`config.mk`:
```
export PLATFORM = sky130hd
export DESIGN_NAME = serial_parity_frame_rx_flat
export DESIGN_NICKNAME = d
export VERILOG_FILES = /design/src/rtl/serial_parity_frame_rx_if.sv /design/src/rtl/serial_parity_frame_rx.sv /design/src/flat_wrapper.sv
export SDC_FILE = /design/constraint.sdc
export NUM_CORES = 1
export LEC_CHECK = 0
export ABC_AREA = 0
export CAP_MARGIN = 20
export CORE_ASPECT_RATIO = 0.9
export CORE_MARGIN = 2
export CORE_UTILIZATION = 57
export CTS_CLUSTER_DIAMETER = 150
export DETAILED_ROUTE_END_ITERATION = 10
export GPL_TIMING_DRIVEN = 0
export PLACE_DENSITY = 0.81
export SYNTH_ARGS = -nofsm -noshare
export SYNTH_HDL_FRONTEND = slang
export SYNTH_SLANG_ARGS = --single-unit
```
`constraint.sdc`:
```
create_clock -name clk -period 2.2 [get_ports clk]
set_input_delay 0.22 -clock clk [delete_from_list [all_inputs] [get_ports clk]]
set_output_delay 0.22 -clock clk [all_outputs]
set_load 0.02 [all_outputs]
```
`src/rtl/serial_parity_frame_rx_if.sv`:
```
// Handshake bundle between the serial frame receiver and its consumer:
// the serial line in, recovered nibble/parity and status strobes out.
interface serial_parity_frame_rx_if;
  logic       rx;
  logic [3:0] data;
  logic       p;
  logic       valid;
  logic       frame_err;
  logic       busy;

  modport master (output rx, input data, input p, input valid, input frame_err, input busy);
  modport slave  (input rx, output data, output p, output valid, output frame_err, output busy);
endinterface

```
`src/rtl/serial_parity_frame_rx.sv`:
```
// One-wire frame receiver: start, 4 data bits LSB first, parity, stop.
// Recovers nibble + parity for a downstream odd-parity checker; flags stop-bit errors.
module serial_parity_frame_rx #(
  parameter int CLKS_PER_BIT = 4
) (
  input  logic                      clk,
  input  logic                      rst,
  serial_parity_frame_rx_if.slave   bus
);

  localparam int HALF = CLKS_PER_BIT / 2;
  localparam int CW   = (CLKS_PER_BIT > 2) ? $clog2(CLKS_PER_BIT) : 1;

  typedef enum logic [2:0] {
    IDLE,
    START,
    DATA,
    PARITY,
    STOP
  } state_t;

  state_t        state;
  logic [CW-1:0] cnt;
  logic [1:0]    bit_cnt;
  logic [3:0]    shreg;
  logic          par;
  logic          rx_meta_p0;
  logic          rx_s;
  logic [3:0]    data_r;
  logic          p_r;
  logic          valid_r;
  logic          frame_err_r;

  always_ff @(posedge clk) begin
    if (rst) begin
      state       <= IDLE;
      cnt         <= '0;
      bit_cnt     <= '0;
      shreg       <= '0;
      par         <= 1'b0;
      rx_meta_p0  <= 1'b1;
      rx_s        <= 1'b1;
      data_r      <= '0;
      p_r         <= 1'b0;
      valid_r     <= 1'b0;
      frame_err_r <= 1'b0;
    end else begin
      // Synchroniser stage: rx -> rx_meta_p0 -> rx_s
      rx_meta_p0  <= bus.rx;
      rx_s        <= rx_meta_p0;
      valid_r     <= 1'b0;
      frame_err_r <= 1'b0;

      case (state)
        IDLE: begin
          cnt     <= '0;
          bit_cnt <= '0;
          if (!rx_s) state <= START;
        end
        START: begin
          // Mid-bit check rejects glitches shorter than half a bit.
          if (cnt == CW'(HALF - 1)) begin
            cnt   <= '0;
            state <= rx_s ? IDLE : DATA;
          end else begin
            cnt <= cnt + 1'b1;
          end
        end
        DATA: begin
          if (cnt == CW'(CLKS_PER_BIT - 1)) begin
            cnt   <= '0;
            shreg <= {rx_s, shreg[3:1]};
            if (bit_cnt == 2'd3) begin
              bit_cnt <= '0;
              state   <= PARITY;
            end else begin
              bit_cnt <= bit_cnt + 1'b1;
            end
          end else begin
            cnt <= cnt + 1'b1;
          end
        end
        PARITY: begin
          if (cnt == CW'(CLKS_PER_BIT - 1)) begin
            cnt   <= '0;
            par   <= rx_s;
            state <= STOP;
          end else begin
            cnt <= cnt + 1'b1;
          end
        end
        STOP: begin
          if (cnt == CW'(CLKS_PER_BIT - 1)) begin
            cnt   <= '0;
            state <= IDLE;
            if (rx_s) begin
              data_r  <= shreg;
              p_r     <= par;
              valid_r <= 1'b1;
            end else begin
              frame_err_r <= 1'b1;
            end
          end else begin
            cnt <= cnt + 1'b1;
          end
        end
        default: state <= IDLE;
      endcase
    end
  end

  assign bus.data      = data_r;
  assign bus.p         = p_r;
  assign bus.valid     = valid_r;
  assign bus.frame_err = frame_err_r;
  assign bus.busy      = (state != IDLE);

endmodule
```
`src/flat_wrapper.sv`:
```
// flat-port wrapper written by rule: the top's interface ports become plain ports
module serial_parity_frame_rx_flat 
#(
  parameter int CLKS_PER_BIT = 4
)
  (clk, rst, bus_rx, bus_data, bus_p, bus_valid, bus_frame_err, bus_busy);
  serial_parity_frame_rx_if bus_i ();
  input  logic clk;
  input  logic rst;
  input wire logic [$bits(bus_i.rx)-1:0] bus_rx;
  output wire logic [$bits(bus_i.data)-1:0] bus_data;
  output wire logic [$bits(bus_i.p)-1:0] bus_p;
  output wire logic [$bits(bus_i.valid)-1:0] bus_valid;
  output wire logic [$bits(bus_i.frame_err)-1:0] bus_frame_err;
  output wire logic [$bits(bus_i.busy)-1:0] bus_busy;
  assign bus_i.rx = bus_rx;
  assign bus_data = bus_i.data;
  assign bus_p = bus_i.p;
  assign bus_valid = bus_i.valid;
  assign bus_frame_err = bus_i.frame_err;
  assign bus_busy = bus_i.busy;
  serial_parity_frame_rx #(.CLKS_PER_BIT(CLKS_PER_BIT)) u_core (.clk(clk), .rst(rst), .bus(bus_i));
endmodule
```
==> flow_summary_export.csv, run 1 <==
group,metric,value,unit
outcome,run_status,"complete, no violations",
global_route,grt_pass1_vias,742,
synthesis,yosysWarnings,0,
setup_path,timing.critical_path.to,"bus_busy",
synthesis,synth_area,981,µm²
route,vias_per_std_cell,5.66,
final_layout,area.sequential,420,µm²
sta,fmaxAchievable,0.526,GHz
sta,final_setup_tns,0,ps
route,final_antenna_net_count,0,
synthesis,synth_area_leaders,"sky130_fd_sc_hd__dfxtp_1 (43%), sky130_fd_sc_hd__mux2i_1 (13%), sky130_fd_sc_hd__nor2_1 (5.4%)",
clocking,clock_sink_count,21,
setup_path,worst_setup_path_start_kind,"flop",
final_layout,antenna_cells_inserted,0,
pwr,cell_internal_pwr,0.464,mW
sta,finalWorstPathRequiredPeriod,1900,ps
synthesis,synthesized_instance_count,102,
pwr,clockPowerShare,0.312,
clocking,cts.root.buffer_cell,"sky130_fd_sc_hd__clkbuf_4",
synthesis,synth_compound_area_frac,0.0969,
route,drt_first_pass_iters,4,
floorplan,chipWidth,47.7,µm
global_route,globalRouteTotalUtil,0.211,
synthesis,synth.avg_cell_area,9.62,µm²
clocking,cts.clk_slew.worst_paths,110,ps
floorplan,initial_utilization,0.596,
route,route.detailed.wl_per_inst,12.7,µm
synthesis,yosysTopAreaCell,"sky130_fd_sc_hd__dfxtp_1",
setup_path,critPathCaptureType,"output pin",
setup_path,cp_cell_sequence,"nor2_1, nand2_1, clkdlybuf4s50_1",
synthesis,ys_ff_latch,21,
pwr,power.switching_fraction,0.234,
setup_path,crit_slowest_cell,"sky130_fd_sc_hd__clkdlybuf4s50_1",
setup_path,cp.buffers_inverters,1,
global_route,grt_antenna_before_repair,0,
floorplan,placementRows,14,
global_route,grt_overflow,0,
placed_design,gp_congestion,0.803,
setup_path,worst_setup_path_startpoint,"u_core.state[0]$_SDFFE_PP0P_",
setup_path,max_stage_delay,550,ps
final_layout,multiInputGateArea,495,µm²
sta,setup_repair_after_global_routing_missed_its_margin,"false",
pwr,net-switching-power,0.142,mW
sta,post_route_clock_period_utilization,0.864,
pwr,ir_drop,0.000475,V
clocking,cts.hold.buffers_added,0,
global_route,grt_max_degree,13,
sta,final_hold_viol_count,0,
sta,timing.max_slew.rel_slack,0.673,
floorplan,ios,11,
clocking,insertion_delay,310,ps
route,route.detailed.drc,0,
pwr,post-layout-total-power,0.606,mW
clocking,cts_buffers,3,
setup_path,worstPathRequired,1980,ps
pwr,power_density,532,nW/µm²
synthesis,synth_top_family_by_area,"simple AND/OR/NAND/NOR gates",
floorplan,dieHeight,43.4,µm
route,detailedRoute.firstIterationViolations,8,
pwr,combPwrFrac,0.049,
placed_design,dpl-instance-area,1110,µm²
setup_path,critical-path-top-delay-family,"buffers and inverters",
pwr,seq_power_share,0.638,
global_route,grt_pass1_wl,3130,µm
job,drv.max_cap_violation_count,0,
setup_path,timing_worst_setup_path_type,"flop to output pin",
setup_path,worstReg2RegEnd,"u_core.shreg[3]$_SDFFE_PP0P_",
floorplan,dieArea,2070,µm²
floorplan,placeableCoreArea,1650,µm²
clocking,buffers_inserted_during_post_cts_setup_optimization,0,
synthesis,synth_nets,109,
placed_design,hpwl,1300,µm
setup_path,critical_path_arrival,1680,ps
pwr,power.static_leakage,0.460,nW
final_layout,final_cell_area,1140,µm²
final_layout,n_fill_cell,133,
placed_design,place.port_buffers,10,
synthesis,share_of_synthesized_cell_area_in_and_or_nand_and_nor_gates,0.213,
synthesis,yosys-mux-area-fraction,0.144,
final_layout,post-route-util,0.691,
sta,tightest_slew,488,ps
final_layout,syn_to_final_growth,16.1,%
synthesis,synth_cell_types,29,
route,via_count,792,
final_layout,post_route_cells_drive_above_1_share,0.129,
route,detail_route.wirelength,1780,µm
synthesis,synth_top_area_frac,0.429,
clocking,clock_path_buffers,2,
sta,slew_violations,0,
synthesis,synth-adder-area-share,0.0510,
final_layout,design.final.nets,124,
sta,finalSetupViolations,0,
sta,finalClockSkew,7.07,ps
synthesis,xor_and_xnor_area_share_after_synthesis,0,
clocking,cts-htree-levels,1,
setup_path,worst_path_depth,3,
clocking,tritoncts,"yes",
clocking,cts_resized,0,
setup_path,critical_path_peak_fanout,5,
setup_path,rr_worst_depth,6,
worst_hold_path,worst_hold_path_type,"flop to flop",
setup_path,setup.reg_to_reg.worst_slack,540,ps
setup_path,timing.rr.start,"u_core.cnt[0]$_SDFFE_PP0P_",
synthesis,synth-seq-area-share,0.429,
## power groups by stage
stage          combinational [mW]  sequential [mW]  clock, mW
5_1_grt                    0.0335            0.388      0.208
3_5_place_dp               0.0297            0.396          0
2_1_floorplan              0.0193            0.395          0
6_report                   0.0298            0.387      0.189
3_3_place_gp               0.0287            0.396          0
4_1_cts                    0.0298            0.387      0.191
## final cells by class
cell class / instances / area share
plain buffers: 7 / 0.0396
clock buffers: 3 / 0.0198
clock inverters: 1 / 0.00440
inverters: 4 / 0.0176
multi-input cells: 70 / 0.435
flip-flops and latches: 21 / 0.369
well taps: 24 / 0.0264
repair buffers: 10 / 0.0879
## cell usage in the layout (no fill, tap or decap)
master                             n
sky130_fd_sc_hd__a21oi_1           5
sky130_fd_sc_hd__a22oi_1           1
sky130_fd_sc_hd__a311oi_1          1
sky130_fd_sc_hd__a31oi_1           2
sky130_fd_sc_hd__and2b_1           1
sky130_fd_sc_hd__buf_2             3
sky130_fd_sc_hd__buf_6             2
sky130_fd_sc_hd__clkbuf_1          2
sky130_fd_sc_hd__clkbuf_4          3
sky130_fd_sc_hd__clkdlybuf4s50_1  10
sky130_fd_sc_hd__clkinv_2          1
sky130_fd_sc_hd__dfxtp_1          21
sky130_fd_sc_hd__ha_1              4
sky130_fd_sc_hd__inv_1             3
sky130_fd_sc_hd__inv_6             1
sky130_fd_sc_hd__mux2_2            1
sky130_fd_sc_hd__mux2i_1          13
sky130_fd_sc_hd__nand2_1           4
sky130_fd_sc_hd__nand3_1           1
sky130_fd_sc_hd__nand3b_1          2
sky130_fd_sc_hd__nand4_1           2
sky130_fd_sc_hd__nand4_2           1
sky130_fd_sc_hd__nand4bb_1         1
sky130_fd_sc_hd__nor2_1           14
sky130_fd_sc_hd__nor2b_1           2
sky130_fd_sc_hd__nor3_1            2
sky130_fd_sc_hd__nor4_1            3
sky130_fd_sc_hd__nor4b_4           1
sky130_fd_sc_hd__o21ai_0           5
sky130_fd_sc_hd__o22a_1            1
sky130_fd_sc_hd__o31ai_1           1
sky130_fd_sc_hd__or2_2             2
## metal layers
| metal | share of wire | GRT usage | vias up |
|---|---|---|---|
| met5 | 0 | 0 | - |
| met4 | 0.0079 | 0.0919 | 0 |
| met3 | 0.049 | 0.0625 | 2 |
| met2 | 0.47 | 0.299 | 24 |
| met1 | 0.47 | 0.296 | 377 |
| li1 | - | - | 389 |
## how the worst min path moves through the flow
stage	cells after the start	slack [ps]	startpoint	endpoint
after global routing	1	440	u_core.rx_meta_p0$_SDFF_PP1_	u_core.rx_s$_SDFF_PP1_
after detailed placement	1	400	u_core.rx_meta_p0$_SDFF_PP1_	u_core.rx_s$_SDFF_PP1_
after CTS	1	420	u_core.rx_meta_p0$_SDFF_PP1_	u_core.rx_s$_SDFF_PP1_
after floorplan	1	320	bus_rx	u_core.rx_meta_p0$_SDFF_PP1_
after global placement	1	400	u_core.rx_meta_p0$_SDFF_PP1_	u_core.rx_s$_SDFF_PP1_
final	1	420	u_core.rx_meta_p0$_SDFF_PP1_	u_core.rx_s$_SDFF_PP1_
## flip-flops by register name, summed over array words and instances (netlist names)
register,flops
u_core.bus.valid,1
u_core.rx_s,1
u_core.bus.p,1
u_core.bus.data,4
u_core.bit_cnt,2
u_core.bus.frame_err,1
u_core.shreg,4
u_core.par,1
u_core.state,3
u_core.rx_meta_p0,1
u_core.cnt,2
## per-stage QoR
stage | worst slack [ps] | hold slack, ps | instances
finish | 300 | 421 | 140
global route | 194 | 438 | 140
CTS | 285 | 424 | 140
detailed placement | 526 | 396 | 136
global placement | 569 | 396 | 136
floorplan | 728 | 324 | 102
## cell families after synthesis
group / count (synthesis)
multiplexers: 14
adder cells (fa/ha/maj): 4
AO/OA/AOI/OAI: 16
buffers and inverters: 11
flip-flops: 21
AND/OR/NAND/NOR: 36
## synth_stat cells (all sizes together)
master / instances
nand3b: 2
nand4bb: 1
o22a: 1
a311oi: 1
nor2b: 2
nor4b: 1
nand4: 3
a21oi: 5
a22oi: 1
mux2i: 13
nand3: 1
o21ai: 5
nand2: 4
nor4: 3
buf: 5
ha: 4
nor3: 2
inv: 4
a31oi: 2
clkbuf: 2
nor2: 14
dfxtp: 21
or2: 2
and2b: 1
o31ai: 1
mux2: 1
Note: power is estimated with default switching activity, not from simulation.
==> run 2: changes to the inputs <==
CORE_MARGIN = not set   (was 2)
CORE_UTILIZATION = 60   (was 57)
CTS_BUF_LIST = sky130_fd_sc_hd__clkbuf_2 sky130_fd_sc_hd__clkbuf_4 sky130_fd_sc_hd__clkbuf_8   (was not set)
PLACE_DENSITY = 0.84   (was 0.81)
==> run 2 against run 1 <==
Against the previous run: clock skew grew 8.9 ps; power grew 1.9%; flip-flop and latch count is the same; global-route usage grew 3.7 points; utilization grew 7.8 points; die area shrank 13%; clock power grew 6%; register-to-register slack lost 50 ps; critical path type unchanged.
==> flow_summary_export.csv, run 2 (synthesis results as in run 1) <==
group,metric,value,unit
outcome,run_status,"complete, no violations",
global_route,grt_antenna_before_repair,0,
final_layout,antenna_cells_inserted,0,
sta,finalClockSkew,16.0,ps
route,drt_first_pass_iters,4,
clocking,clock_path_buffers,2,
route,route.detailed.wl_per_inst,14.1,µm
clocking,tritoncts,"yes",
final_layout,post_route_cells_drive_above_1_share,0.129,
sta,hold-worst-slack,422,ps
sta,finalWorstPathRequiredPeriod,1890,ps
setup_path,worstPathRequired,1980,ps
final_layout,post-route-util,0.769,
clocking,cts.clk_slew.worst_paths,100,ps
sta,tightest_slew,503,ps
worst_hold_path,timing.hold.worst.start,"u_core.rx_meta_p0$_SDFF_PP1_",
route,detailedRoute.firstIterationViolations,11,
placed_design,numPlacedInstances,134,
setup_path,critPathCaptureType,"output pin",
clocking,cts_resized,0,
sta,fmaxAchievable,0.529,GHz
pwr,ir_drop,0.000541,V
global_route,grt_max_degree,12,
worst_hold_path,timing.hold.worst_path_depth,1,
sta,finalSetupViolations,0,
route,final_antenna_net_count,0,
final_layout,multiInputGateArea,495,µm²
route,route.detailed.drc,0,
pwr,power_density,543,nW/µm²
floorplan,placeableCoreArea,1480,µm²
clocking,buffers_inserted_during_post_cts_setup_optimization,0,
final_layout,mostFrequentLayoutCell,"sky130_fd_sc_hd__dfxtp_1",
setup_path,setup.reg_to_reg.worst_slack,490,ps
global_route,grt_pass1_wl,3120,µm
final_layout,area.sequential,420,µm²
setup_path,timing.rr.start,"u_core.cnt[0]$_SDFFE_PP0P_",
floorplan,dieHeight,40.4,µm
final_layout,syn_to_final_growth,16.1,%
sta,final_hold_viol_count,0,
job,drv.max_cap_violation_count,0,
setup_path,timing_worst_setup_path_type,"flop to output pin",
final_layout,instances_no_fill,138,
sta,setup_repair_after_global_routing_missed_its_margin,"false",
floorplan,ios,11,
final_layout,design.final.nets,124,
clocking,cts_buffers,3,
placed_design,hpwl,1320,µm
setup_path,critical_path_arrival,1670,ps
sta,final_setup_tns,0,ps
final_layout,n_fill_cell,107,
sta,slew_violations,0,
route,via_count,806,
setup_path,worstReg2RegEnd,"u_core.shreg[0]$_SDFFE_PP0P_",
clocking,insertion_delay,320,ps
setup_path,worst_setup_path_start_kind,"flop",
clocking,cts.root.buffer_cell,"sky130_fd_sc_hd__clkbuf_4",
global_route,grt_pass1_vias,701,
final_layout,final_cell_mix,"sky130_fd_sc_hd__dfxtp_1 (21), sky130_fd_sc_hd__nor2_1 (14), sky130_fd_sc_hd__mux2i_1 (13)",
sta,timing.max_slew.rel_slack,0.663,
pwr,power.static_leakage,0.461,nW
global_route,grt_overflow,0,
clocking,cts.hold.buffers_added,0,
floorplan,initial_utilization,0.663,
sta,post_route_clock_period_utilization,0.859,
floorplan,placementRows,13,
setup_path,rr_worst_depth,6,
placed_design,gp_congestion,0.808,
floorplan,dieArea,1800,µm²
global_route,globalRouteTotalUtil,0.248,
clocking,clock_sink_count,21,
setup_path,critical_path_peak_fanout,5,
route,detail_route.wirelength,1940,µm
floorplan,chipWidth,44.6,µm
placed_design,place.port_buffers,10,
route,vias_per_std_cell,5.84,
worst_hold_path,worst_hold_path_type,"flop to flop",
clocking,cts-htree-levels,1,
worst_hold_path,hold_end,"u_core.rx_s$_SDFF_PP1_",
run 2: cell types whose count changed in the layout (fill, tap and decap cells not counted):
cell	before	now
sky130_fd_sc_hd__clkinv_2	1	0
sky130_fd_sc_hd__clkbuf_4	3	4
run 2: cell type report:
class | instances | share of cell area
Buffer | 7 | 0.0396
Clock buffer | 4 | 0.0264
Inverter | 4 | 0.0176
Multi-Input combinational cell | 70 | 0.435
Sequential cell | 21 | 0.369
Tap cell | 22 | 0.0242
Timing Repair Buffer | 10 | 0.0879
run 2: through the flow:
| step | power, mW | worst slack [ps] | cell area [µm²] |
|---|---|---|---|
| after detailed placement | 0.426 | 503 | 1110 |
| final | 0.618 | 311 | 1140 |
| after floorplan | 0.414 | 728 | 981 |
| after global placement | 0.425 | 559 | 1110 |
| after CTS | 0.619 | 283 | 1140 |
| after global routing | 0.647 | 191 | 1140 |
run 2: how the worst max path moves through the flow:
stage	from	end	slack, ps
final	u_core.state[0]$_SDFFE_PP0P_	bus_busy	310
after global routing	u_core.state[0]$_SDFFE_PP0P_	bus_busy	190
after CTS	u_core.state[0]$_SDFFE_PP0P_	bus_busy	280
after detailed placement	u_core.cnt[0]$_SDFFE_PP0P_	u_core.shreg[3]$_SDFFE_PP0P_	500
after global placement	u_core.cnt[0]$_SDFFE_PP0P_	u_core.shreg[1]$_SDFFE_PP0P_	560
after floorplan	u_core.cnt[0]$_SDFFE_PP0P_	u_core.shreg[2]$_SDFFE_PP0P_	730
run 2: layer usage:
metal  up-vias  share of wire  track usage
met2        31           0.48        0.415
met5         -              0            0
met3         4          0.068       0.0676
met4         0          0.012       0.0682
li1        387              -            -
met1       384           0.44        0.316
run 2: power breakdown:
part / switching [mW] / leakage [nW] / internal (mW) / total, mW
registers: 0.00385 / 0.170 / 0.383 / 0.387
clock network: 0.117 / 0.0184 / 0.0832 / 0.200
logic: 0.0177 / 0.273 / 0.0129 / 0.0306
total: 0.138 / 0.461 / 0.480 / 0.618
run 2: critical path, stage by stage (launching register included):
cell and delay (ps):
sky130_fd_sc_hd__dfxtp_1 370, sky130_fd_sc_hd__nor2_1 320, sky130_fd_sc_hd__nand2_1 130, sky130_fd_sc_hd__clkdlybuf4s50_1 550
==> run 3: changes to the inputs <==
--- a/config.mk
+++ b/config.mk
@@ -16,2 +16,3 @@
 export PLACE_DENSITY = 0.84
+export SETUP_SLACK_MARGIN = 0.2
 export SYNTH_ARGS = -nofsm -noshare
==> constraint.sdc (replaced) <==
create_clock -name clk -period 2.2 [get_ports clk]
set_input_delay 0.44 -clock clk [delete_from_list [all_inputs] [get_ports clk]]
set_output_delay 0.44 -clock clk [all_outputs]
set_load 0.02 [all_outputs]
==> run 3 against run 2 <==
Against the previous run: flip-flop and latch count unchanged; non-clock buffer count unchanged; first-iteration DRC count decreased by 9.1%; routed wire length down 0.26%; count of clock-buffer cells in the layout unchanged; critical path depth rose by 1; register-to-register slack barely moved; combinational power decreased by 2%; critical path type unchanged; critical endpoint unchanged; highest routed layer unchanged.
==> flow_summary_export.csv, run 3 (synthesis results as in run 1) <==
group,metric,value,unit
outcome,run_status,"complete, no violations",
sta,finalWorstPathRequiredPeriod,1800,ps
clocking,cts.root.buffer_cell,"sky130_fd_sc_hd__clkbuf_4",
floorplan,ios,11,
pwr,seq_power_share,0.629,
sta,hold-worst-slack,423,ps
clocking,cts.hold.buffers_added,0,
global_route,globalRouteTotalUtil,0.248,
setup_path,critical_path_arrival,1360,ps
final_layout,instances_no_fill,138,
sta,timing.max_slew.rel_slack,0.659,
pwr,power_density,541,nW/µm²
job,drv.max_cap_violation_count,0,
global_route,grt_overflow,0,
setup_path,timing_worst_setup_path_type,"flop to output pin",
final_layout,syn_to_final_growth,16.2,%
route,detailedRoute.firstIterationViolations,10,
final_layout,final_cell_mix,"sky130_fd_sc_hd__dfxtp_1 (21), sky130_fd_sc_hd__nor2_1 (13), sky130_fd_sc_hd__mux2i_1 (13)",
pwr,clockPowerShare,0.322,
global_route,grt_antenna_before_repair,0,
route,drt_first_pass_iters,4,
route,vias_per_std_cell,5.80,
placed_design,gp_congestion,0.808,
floorplan,dieHeight,40.4,µm
setup_path,critical_path_peak_fanout,9,
pwr,power.switching_fraction,0.223,
setup_path,cp_cell_sequence,"buf_6, inv_1, nand2_1, dlygate4sd2_1",
clocking,cts-htree-levels,1,
pwr,ir_drop,0.000543,V
sta,fmaxAchievable,0.557,GHz
clocking,insertion_delay,310,ps
sta,finalClockSkew,14.6,ps
final_layout,antenna_cells_inserted,0,
route,final_antenna_net_count,0,
route,via_count,801,
sta,final_hold_viol_count,0,
setup_path,critPathCaptureType,"output pin",
pwr,net-switching-power,0.137,mW
setup_path,rr_worst_depth,6,
pwr,power.static_leakage,0.466,nW
placed_design,numPlacedInstances,134,
pwr,post-layout-total-power,0.616,mW
final_layout,final_cell_area,1140,µm²
floorplan,chipWidth,44.6,µm
worst_hold_path,timing.hold.worst_path_depth,1,
setup_path,cp.buffers_inverters,3,
setup_path,worst_setup_path_start_kind,"flop",
route,detail_route.wirelength,1940,µm
pwr,cell_internal_pwr,0.479,mW
clocking,cts.clk_slew.worst_paths,120,ps
sta,tightest_slew,509,ps
placed_design,hpwl,1320,µm
pwr,combPwrFrac,0.049,
global_route,grt_max_degree,12,
final_layout,design.final.nets,124,
floorplan,initial_utilization,0.663,
route,route.detailed.wl_per_inst,14.0,µm
placed_design,dpl-instance-area,1110,µm²
setup_path,worstPathRequired,1760,ps
sta,post_route_clock_period_utilization,0.817,
clocking,clock_sink_count,21,
setup_path,max_stage_delay,330,ps
floorplan,placeableCoreArea,1480,µm²
global_route,grt_pass1_wl,3120,µm
clocking,cts_buffers,3,
placed_design,place.port_buffers,10,
floorplan,placementRows,13,
floorplan,dieArea,1800,µm²
setup_path,crit_slowest_cell,"sky130_fd_sc_hd__dfxtp_1",
sta,slew_violations,0,
final_layout,mostFrequentLayoutCell,"sky130_fd_sc_hd__dfxtp_1",
sta,finalSetupViolations,0,
setup_path,worst_path_depth,4,
clocking,clock_path_buffers,2,
setup_path,critical-path-top-delay-family,"buffers and inverters",
sta,setup_repair_after_global_routing_missed_its_margin,"false",
global_route,grt_pass1_vias,701,
clocking,tritoncts,"yes",
route,route.detailed.drc,0,
sta,final_setup_tns,0,ps
final_layout,post_route_cells_drive_above_1_share,0.138,
worst_hold_path,worst_hold_path_type,"flop to flop",
-- run 3: cell count changes in the layout (fill, tap and decap cells not counted), sizes merged --
cell / change
dlygate4sd2: +1
clkdlybuf4s50: -1
-- run 3: path summary, 6_finish.rpt --
check	start	end	slack, ps
worst max-delay path	u_core.state[2]$_SDFFE_PP0P_	bus_busy	400
worst min-delay path	u_core.rx_meta_p0$_SDFF_PP1_	u_core.rx_s$_SDFF_PP1_	420
worst max register to register	u_core.cnt[0]$_SDFFE_PP0P_	u_core.shreg[0]$_SDFFE_PP0P_	480
worst min register to register	u_core.rx_meta_p0$_SDFF_PP1_	u_core.rx_s$_SDFF_PP1_	420
-- run 3: routing by layer --
metal	GRT usage	up-vias	wire (µm)
li1	-	388	-
met1	0.316	396	903
met2	0.415	13	945
met3	0.0676	4	63
met4	0.0682	0	23
met5	0	-	0
-- run 3: metrics by stage --
stage / setup slack (ps) / util
2_1_floorplan: 728 / -
3_3_place_gp: 411 / 0.749
3_5_place_dp: 409 / 0.749
4_1_cts: 389 / 0.770
5_1_grt: 312 / 0.770
6_report: 404 / 0.770
-- run 3: final cells by class --
class	count	area [µm²]
clock buffer	4	30.0
fill	104	340
tap	22	27.5
inverter	4	20.0
multi-input combinational	70	498
timing repair buffer	10	98.8
sequential	21	420
buffer	7	45.0
-- run 3: power by group through the flow --
stage | clock, mW | sequential [mW] | combinational (mW)
floorplan | 0 | 0.395 | 0.0193
global placement | 0 | 0.396 | 0.0290
detailed placement | 0 | 0.396 | 0.0302
CTS | 0.201 | 0.387 | 0.0303
global route | 0.225 | 0.388 | 0.0334
finish | 0.199 | 0.388 | 0.0301
-- run 3: timing repair --
action	4_1_cts	5_1_grt
endpoints found under the setup margin	1	0
gates resized for setup	2	0
setup buffers	0	0
-- run 3: worst register-to-register path, stage by stage, from the launching register on --
cell                      delay (ps)
sky130_fd_sc_hd__dfxtp_1         420
sky130_fd_sc_hd__ha_1            190
sky130_fd_sc_hd__buf_6           150
sky130_fd_sc_hd__inv_6            50
sky130_fd_sc_hd__nor4b_4         460
sky130_fd_sc_hd__mux2i_1         250
sky130_fd_sc_hd__nor2_1           60
